[config.mk]
export PLATFORM = sky130hd
export DESIGN_NAME = dram_pattern_tester
export DESIGN_NICKNAME = d
export VERILOG_FILES = /design/src/rtl/dram_pattern_tester.sv
export SDC_FILE = /design/constraint.sdc
export NUM_CORES = 1
export LEC_CHECK = 0
export CAP_MARGIN = 30
export CORE_AREA = 2 2 245 247
export DETAILED_ROUTE_END_ITERATION = 16
export DIE_AREA = 0 0 247 249
export PLACE_DENSITY = 0.67
export SYNTH_ARGS = -nofsm -noshare
export SYNTH_HDL_FRONTEND = slang
export SYNTH_SLANG_ARGS = --single-unit
export TNS_END_PERCENT = 100
[constraint.sdc]
create_clock -name sys_clk_100mhz -period 4.3 [get_ports sys_clk_100mhz]
set_input_delay 1.29 -clock sys_clk_100mhz [delete_from_list [all_inputs] [get_ports sys_clk_100mhz]]
set_output_delay 1.29 -clock sys_clk_100mhz [all_outputs]
set_load 0.05 [all_outputs]
[src/rtl/dram_pattern_tester.sv]
// Self-contained DRAM pattern tester: writes a pattern over a word range through a
// single-master bus, reads it back, counts mismatches and optionally loops patterns.
module dram_pattern_tester #(
   parameter int WORD_SIZE      = 256,
   parameter int NUM_WORDS      = 16,
   parameter int BASE_IDX       = 0,
   parameter int ADDR_SHIFT     = 7,
   parameter int TIMEOUT_CYCLES = 4096
) (
   input  logic                 sys_clk_100mhz,
   input  logic                 rst_n,
   input  logic                 initialized,
   input  logic                 start,
   input  logic [1:0]           pattern_sel,
   input  logic                 loop_en,
   output logic                 cyc_o,
   output logic                 stb_o,
   output logic                 we_o,
   output logic [31:0]          addr_o,
   output logic [WORD_SIZE-1:0] wdata_o,
   input  logic [WORD_SIZE-1:0] rdata_i,
   input  logic                 ack_i,
   output logic                 busy,
   output logic                 done,
   output logic                 pass,
   output logic                 fail,
   output logic                 timeout,
   output logic [15:0]          err_count,
   output logic [31:0]          first_err_idx,
   output logic [15:0]          pass_count,
   output logic [7:0]           led
);

   localparam int LANES = WORD_SIZE / 32;
   localparam logic [31:0] LAST_IDX  = 32'(NUM_WORDS - 1);
   localparam logic [31:0] LAST_TICK = 32'(TIMEOUT_CYCLES - 1);

   typedef enum logic [2:0] {
      IDLE, WAIT_INIT, WRITE, WAIT_WRITE, READ, WAIT_READ, CHECK, DONE
   } state_t;

   state_t                 state_q, state_d;
   logic [31:0]            idx_q, idx_d;
   logic [1:0]             pattern_q, pattern_d;
   logic [15:0]            err_q, err_d;
   logic [31:0]            ferr_q, ferr_d;
   logic [15:0]            pcnt_q, pcnt_d;
   logic                   tout_q, tout_d;
   logic [31:0]            tcnt_q, tcnt_d;
   logic [WORD_SIZE-1:0]   rdata_q, rdata_d;

   logic [31:0]            widx;
   logic [WORD_SIZE-1:0]   exp_word;
   logic                   bus_act, wr_act;

   function automatic logic [31:0] lane_f(input logic [1:0] p, input logic [31:0] w);
      logic [31:0] r;
      case (p)
         2'd0:    r = 32'hA5A5_A5A5;
         2'd1:    r = w[0] ? 32'h5A5A_5A5A : 32'hA5A5_A5A5;
         2'd2:    r = w;
         default: r = ~w;
      endcase
      return r;
   endfunction

   assign widx     = 32'(BASE_IDX) + idx_q;
   assign exp_word = {LANES{lane_f(pattern_q, widx)}};

   always_ff @(posedge sys_clk_100mhz or negedge rst_n) begin
      if (!rst_n) begin
         state_q   <= IDLE;
         idx_q     <= '0;
         pattern_q <= '0;
         err_q     <= '0;
         ferr_q    <= '0;
         pcnt_q    <= '0;
         tout_q    <= 1'b0;
         tcnt_q    <= '0;
         rdata_q   <= '0;
      end else begin
         state_q   <= state_d;
         idx_q     <= idx_d;
         pattern_q <= pattern_d;
         err_q     <= err_d;
         ferr_q    <= ferr_d;
         pcnt_q    <= pcnt_d;
         tout_q    <= tout_d;
         tcnt_q    <= tcnt_d;
         rdata_q   <= rdata_d;
      end
   end

   always_comb begin
      state_d   = state_q;
      idx_d     = idx_q;
      pattern_d = pattern_q;
      err_d     = err_q;
      ferr_d    = ferr_q;
      pcnt_d    = pcnt_q;
      tout_d    = tout_q;
      tcnt_d    = tcnt_q;
      rdata_d   = rdata_q;
      case (state_q)
         IDLE, DONE: begin
            if (start) begin
               err_d     = '0;
               ferr_d    = '0;
               pcnt_d    = '0;
               tout_d    = 1'b0;
               idx_d     = '0;
               pattern_d = pattern_sel;
               state_d   = WAIT_INIT;
            end
         end
         WAIT_INIT: begin
            if (initialized) begin
               idx_d   = '0;
               state_d = WRITE;
            end
         end
         WRITE: begin
            tcnt_d  = '0;
            state_d = WAIT_WRITE;
         end
         WAIT_WRITE: begin
            if (ack_i) begin
               if (idx_q == LAST_IDX) begin
                  idx_d   = '0;
                  state_d = READ;
               end else begin
                  idx_d   = idx_q + 32'd1;
                  state_d = WRITE;
               end
            end else if (tcnt_q == LAST_TICK) begin
               tout_d  = 1'b1;
               state_d = DONE;
            end else begin
               tcnt_d = tcnt_q + 32'd1;
            end
         end
         READ: begin
            tcnt_d  = '0;
            state_d = WAIT_READ;
         end
         WAIT_READ: begin
            if (ack_i) begin
               rdata_d = rdata_i;
               state_d = CHECK;
            end else if (tcnt_q == LAST_TICK) begin
               tout_d  = 1'b1;
               state_d = DONE;
            end else begin
               tcnt_d = tcnt_q + 32'd1;
            end
         end
         CHECK: begin
            // err_q is cleared per run and saturates, so zero means no earlier mismatch
            if (rdata_q != exp_word) begin
               if (err_q == '0) ferr_d = widx;
               if (err_q != '1) err_d = err_q + 16'd1;
            end
            if (idx_q == LAST_IDX) begin
               if (pcnt_q != '1) pcnt_d = pcnt_q + 16'd1;
               if (loop_en) begin
                  pattern_d = pattern_q + 2'd1;
                  idx_d     = '0;
                  state_d   = WRITE;
               end else begin
                  state_d = DONE;
               end
            end else begin
               idx_d   = idx_q + 32'd1;
               state_d = READ;
            end
         end
         default: state_d = IDLE;
      endcase
   end

   // Bus outputs decode from state so reset clears them without waiting for an edge
   assign bus_act = (state_q == WRITE) || (state_q == WAIT_WRITE) ||
                    (state_q == READ)  || (state_q == WAIT_READ);
   assign wr_act  = (state_q == WRITE) || (state_q == WAIT_WRITE);

   assign cyc_o   = bus_act;
   assign stb_o   = bus_act;
   assign we_o    = wr_act;
   assign addr_o  = bus_act ? (widx << ADDR_SHIFT) : '0;
   assign wdata_o = wr_act ? exp_word : '0;

   assign busy          = (state_q != IDLE) && (state_q != DONE);
   assign done          = (state_q == DONE);
   assign pass          = done && (err_q == '0) && !tout_q;
   assign fail          = done && !pass;
   assign timeout       = tout_q;
   assign err_count     = err_q;
   assign first_err_idx = ferr_q;
   assign pass_count    = pcnt_q;
   assign led           = {pass, fail, timeout, loop_en, pattern_q, busy, initialized};

endmodule
After elaboration in Yosys (flattened, before gate mapping) --
Index checks and enable logic that the tools add are counted.
Operators by class: bitwise logic cells 1, reductions and logical operators 29, equal/unequal tests 28, add/subtract/negate cells 5, muxes and demuxes 41
Operator list (number):
- 32-bit 2-to-1 mux | 12
- 256-bit 2-to-1 mux | 1
- 256-bit inequality test | 1
- 32-bit case mux with 2 select lines | 2
- 32-bit case mux with 4 select lines | 1
- 32-bit case mux with 3 select lines | 1
- 16-bit 2-to-1 mux | 5
- 32-bit by 1-bit adder with 32-bit output, second input constant | 2
- 16-bit case mux with 2 select lines | 2
- 16-bit by 1-bit adder with 16-bit output, second input constant | 2
- 32-bit by 12-bit == test with 1-bit output, second input constant | 1
- 32-bit by 4-bit == test with 1-bit output, second input constant | 1
- 16-bit inequality test, second input constant | 2
- 32-bit NOT | 1
- 3-bit 2-to-1 mux | 8
- 2-bit inequality test, second input constant | 11
- 3-bit case mux with 7 select lines | 1
- 4-bit AND reduction | 5
- 16-bit logical NOT | 1
- 3-bit == test, second input constant | 4
- 3-bit by 2-bit == test with 1-bit output, second input constant | 2
- 2-bit 2-to-1 mux | 3
- 3-bit inequality test, second input constant | 2
- 2-bit nonzero test | 3
- 19 further kinds | 30
Storage, ports and cells: word-level logic and storage cells 113, output and inout bits 368, bits in registers 390

Longest topological paths before layout --
word-level depth 5, gate-level depth with buffers 18, mapped depth without buffers 11

Least setup slack after synthesis --
Ideal clock, no wire load.
path kind flip-flop to output port, from reg pattern_q[0], to out wdata_o[129], arrival time 3383 ps, data required time 3010 ps, stages on the path, launching flop included 8, setup slack -373 ps, path through dfrtp_1 -> ha_1 -> buf_6 -> buf_4 -> buf_2 -> a221oi_2 -> nor3_1 -> buf_4
Between the ends: cells in the longest elaborated chain, start to end 3, elaborated cells on any way between the ends 5
Ends and longest elaborated chain:
- start, declared | line 44 | logic [1:0] pattern_q, pattern_d;
- start signal, assigned | line 84 | pattern_q <= pattern_d;
- 2-bit == test, or another cell as far along | line 58 | case (p)
- 32-bit case mux with 3 select lines * | line 58
- 256-bit 2-to-1 mux * | line 190 | assign wdata_o = wr_act ? exp_word : '0;
- end, declared | line 20 | output logic [WORD_SIZE-1:0] wdata_o,
Mark *: on every way between the ends. The rest lies on a longest branch, timed or not.

Final worst setup path --
from reg pattern_q[1], to reg ferr_q[5] (netlist: first_err_idx[5])
Between the ends: cells in the longest elaborated chain, start to end 5, elaborated cells on any way between the ends 7
Ends and longest elaborated chain:
- 2-bit == test, or another cell as far along | line 58
- 32-bit case mux with 3 select lines * | line 58
- 256-bit inequality test * | line 159 | if (rdata_q != exp_word) begin
- 2-bit inequality test (no source line) *
- 4-bit AND reduction (no source line) *
- end signal, assigned | line 86 | ferr_q <= ferr_d;
- end, declared | line 46 | logic [31:0] ferr_q, ferr_d;
Marked as above. A chain may end at the register's enable or synchronous reset.

==> impl_metrics.py <==
metrics = {
    "placed_design": {
        "placed_cell_area_um2": 34800,
        "detailed_place_hpwl_um": 101000,
        "io_buf_count": 624,
        "finalWeightedCongestion": 1.11,
    },
    "synth": {
        "yosysSeqAreaShare_pct": 39.1,
        "postSynthAreaPerCell_um2": 9.49,
        "post_synth_edffs": 0,
        "synth_top_cells_by_area": "sky130_fd_sc_hd__dfrtp_1, sky130_fd_sc_hd__mux2_2, sky130_fd_sc_hd__buf_4",
        "yosys_most_used_dff": "sky130_fd_sc_hd__dfrtp_1",
        "synth.top_cell.area_share_pct": 39.1,
        "fraction_of_registers_with_async_set_reset_pct": 100,
        "synth-warning-count": 0,
        "netlist_area_um2": 25000,
        "postSynthRegisterBits": 390,
        "synthCells": 2634,
        "ys_types": 91,
        "netlist.top_cell.by_area": "sky130_fd_sc_hd__dfrtp_1",
    },
    "setup_path": {
        "cp_common_cell": "sky130_fd_sc_hd__buf_4",
        "delay_of_the_slowest_cell_on_the_worst_path_ns": 0.80,
        "critical_path.top_delay_family": "simple AND/OR/NAND/NOR gates",
        "r2r_start": "pattern_q[1]$_DFFE_PN0P_",
        "r2r_cells": 15,
        "worst-setup-path-type": "reg -> reg",
        "critical_path.reg2reg.endpoint": "first_err_idx[5]$_DFFE_PN0P_",
        "critical_path_at_ns": 4.74,
        "critPathCaptureType": "register",
        "r2r_setup_slack_ns": -0.03,
        "timing.critical_path.fanout_max": 10,
        "slowest_stage": "sky130_fd_sc_hd__or4_2",
        "crit_start": "pattern_q[1]$_DFFE_PN0P_",
        "timing.critical_path.required_ns": 4.71,
        "worst-path-buf-inv": 7,
        "worst_setup_path_start_kind": "register",
        "crit_chain": "inv_2 -> ha_2 -> buf_12 -> clkinvlp_4 -> buf_4 -> a32o_2 -> buf_4 -> mux2i_1 -> nor4_2 -> nand4_1 -> or4_2 -> nor4_4 -> buf_4 -> buf_6 -> o41ai_1",
    },
    "sta": {
        "worst_case_clock_skew_ns": 0.0195,
        "finalSetupViolations": 5,
        "clock.fmax_ghz": 0.231,
        "unrepaired_setup_endpoints_after_global_routing": "true",
        "timing.final.crit_share_pct": 101,
        "max_slew_margin_pct": 26.3,
        "actual_slew_at_the_worst_max_slew_pin_ns": 1.10,
        "min_period_ns": 4.33,
        "report.final.slew_viol_count": 0,
        "fin_tns_setup_ns": -0.0648,
        "layout_setup_ws_ns": -0.0255,
        "hold_violations": 0,
        "worst_hold_slack_ns": 0.515,
    },
    "global_routing": {
        "overflow": 0,
        "via_count_of_the_first_global_routing_pass": 25147,
        "globalRouteTotalUtil_pct": 40.5,
        "grt_start_max_net_pins": 88,
        "antenna_found_initial": 5,
        "grt_first_pass_wirelength_um": 181000,
    },
    "route": {
        "dr.first_iter.drc_count": 3097,
        "drc_errors": 0,
        "drt_pass1_iterations": 7,
        "via_per_inst": 6.24,
        "routed_wire_length_per_instance_um": 31.5,
        "ant_nets": 0,
        "vias": 25330,
        "wirelength_um": 128000,
    },
    "die": {
        "core_area_um2": 58700,
        "die_extent_in_x_um": 247,
        "fp.dieH_um": 249,
        "initial_core_utilization_pct": 42.6,
        "io_pins": 632,
        "std_cell_rows": 89,
        "floorplan.die_area_um2": 61500,
    },
    "finish": {
        "fin_area_um2": 37400,
        "finish.utilization_pct": 63.7,
        "layout.filler_cells": 4668,
        "share_of_cells_above_drive_strength_1_pct": 34.2,
        "layout_net_count": 3528,
        "layout-area-overhead-vs-synth_pct": 49.6,
    },
    "status": {
        "failed_checks": "negative setup slack",
        "status": "complete, but fails checks",
    },
    "hold_path": {
        "min_path_cells": 2,
        "worstHoldEndpoint": "first_err_idx[13]$_DFFE_PN0P_",
        "holdCritPathClass": "reg -> reg",
        "min-delay-start": "first_err_idx[13]$_DFFE_PN0P_",
    },
    "pwr": {
        "ir_drop_uv": 1330,
        "p_leak_nw": 16.7,
        "power.total_w": 0.0301,
        "total_power_per_unit_cell_area_nw_per_um2": 806,
    },
    "cts": {
        "clock_sinks": 390,
        "clkTransAtPathRegs_ns": 0.06,
        "cts_tree": "yes",
        "post_cts_hold_buffer_count": 0,
        "worstSkewPairLatency_ns": 0.59,
        "ctsRootBufferMaster": "sky130_fd_sc_hd__clkbuf_16",
        "cts_htree_levels": 2,
        "cts_buffers": 43,
        "cts.path.max_buffers": 3,
    },
    "flow_run": {
        "max-cap-violations": 0,
    },
}
[routing by layer]
metal	track usage, %	up-vias	part of all wire, %
met4	17.7	2	4.9
li1	-	10637	-
met3	7.28	305	9.2
met5	0	-	0.0086
met2	64.0	1601	46
met1	54.0	12785	39
[tightest hold or removal path, cell delays in order (launching register included)]
cell,delay [ns]
sky130_fd_sc_hd__dfrtp_1,0.36
sky130_fd_sc_hd__a32oi_1,0.07
sky130_fd_sc_hd__o21ai_2,0.05
[worst max path at each step]
stage / end / cells after the start
2_1_floorplan: wdata_o[128] / 7
3_5_place_dp: first_err_idx[5]$_DFFE_PN0P_ / 14
6_report: first_err_idx[5]$_DFFE_PN0P_ / 15
5_1_grt: first_err_idx[8]$_DFFE_PN0P_ / 19
4_1_cts: first_err_idx[31]$_DFFE_PN0P_ / 17
3_3_place_gp: err_count[15]$_DFFE_PN0P_ / 13
[layout make-up]
cell class / instances / area, um2 / area share (%)
Antenna cell: 2 / 5.00 / 0.0134
Clock buffer: 63 / 1260 / 3.38
Clock inverter: 12 / 211 / 0.566
Inverter: 102 / 390 / 1.04
Multi-Input combinational cell: 1730 / 12700 / 34.1
Sequential cell: 390 / 9760 / 26.1
Tap cell: 773 / 967 / 2.59
Timing Repair Buffer: 988 / 12000 / 32.2
[report_power, final]
group / total, W / switching (W) / internal (W) / leakage (nW)
Sequential: 0.00402 / 0.000258 / 0.00376 / 5.42
Clock: 0.00390 / 0.00156 / 0.00233 / 0.709
Combinational: 0.0222 / 0.0127 / 0.00946 / 10.6
Total: 0.0301 / 0.0146 / 0.0156 / 16.7
[what timing repair did]
action	CTS	global route
setup endpoints to repair	198	176
pin swaps	7	27
gates resized for setup	60	68
gates cloned	1	5
setup buffers	23	32
[synthesized netlist by cell type (37+ instances only)]
master	count
sky130_fd_sc_hd__a21oi_1	64
sky130_fd_sc_hd__a22oi_1	40
sky130_fd_sc_hd__a32oi_1	37
sky130_fd_sc_hd__and2_1	38
sky130_fd_sc_hd__buf_4	243
sky130_fd_sc_hd__clkbuf_1	130
sky130_fd_sc_hd__dfrtp_1	390
sky130_fd_sc_hd__inv_1	101
sky130_fd_sc_hd__mux2_2	263
sky130_fd_sc_hd__nand2_1	130
sky130_fd_sc_hd__nand3_1	75
sky130_fd_sc_hd__nand4_1	45
sky130_fd_sc_hd__nor2_1	244
sky130_fd_sc_hd__nor3_1	47
sky130_fd_sc_hd__nor4_1	38
sky130_fd_sc_hd__o21ai_0	87
sky130_fd_sc_hd__o22ai_1	40
sky130_fd_sc_hd__xor2_1	46
[per-stage QoR]
step           setup WS, ns  cells
2_1_floorplan        0.0167   2640
3_3_place_gp         -0.327   3919
3_5_place_dp         -0.270   3923
4_1_cts             0.00117   4022
5_1_grt             -0.0526   4060
6_report            -0.0255   4060
[flip-flops by register name, indices dropped and copies added, names as in the netlist, 2 cells and up]
signal / cells
state_q: 3
idx_q: 32
rdata_q: 256
tcnt_q: 32
pass_count: 16
pattern_q: 2
err_count: 16
first_err_idx: 32
[cells in the final DEF (no fill, tap or decap), drive strengths merged, types with 39 or more instances in the layout]
master	count
a21oi	65
a22oi	41
and2	42
buf	643
clkbuf	70
clkdlybuf4s50	333
dfrtp	390
inv	100
mux2	264
nand2	132
nand3	75
nand4	45
nor2	245
nor3	47
nor4	39
o21ai	116
o22ai	40
xor2	46
[kinds of logic (layout without fill, tap and decap cells)]
family          count (synthesis)  count (layout)  share of synthesized area (%)
flops                         390             390                           39.1
xor+xnor                       74              74                           2.59
simple gates                  757             757                           15.0
other cells                     1               9                         0.0150
fa+ha+maj                       9               9                          0.451
compound gates                601             601                           18.2
buf+inv                       520            1165                           12.0
mux                           282             282                           12.6
No activity file was read; power rests on OpenSTA's default activity.
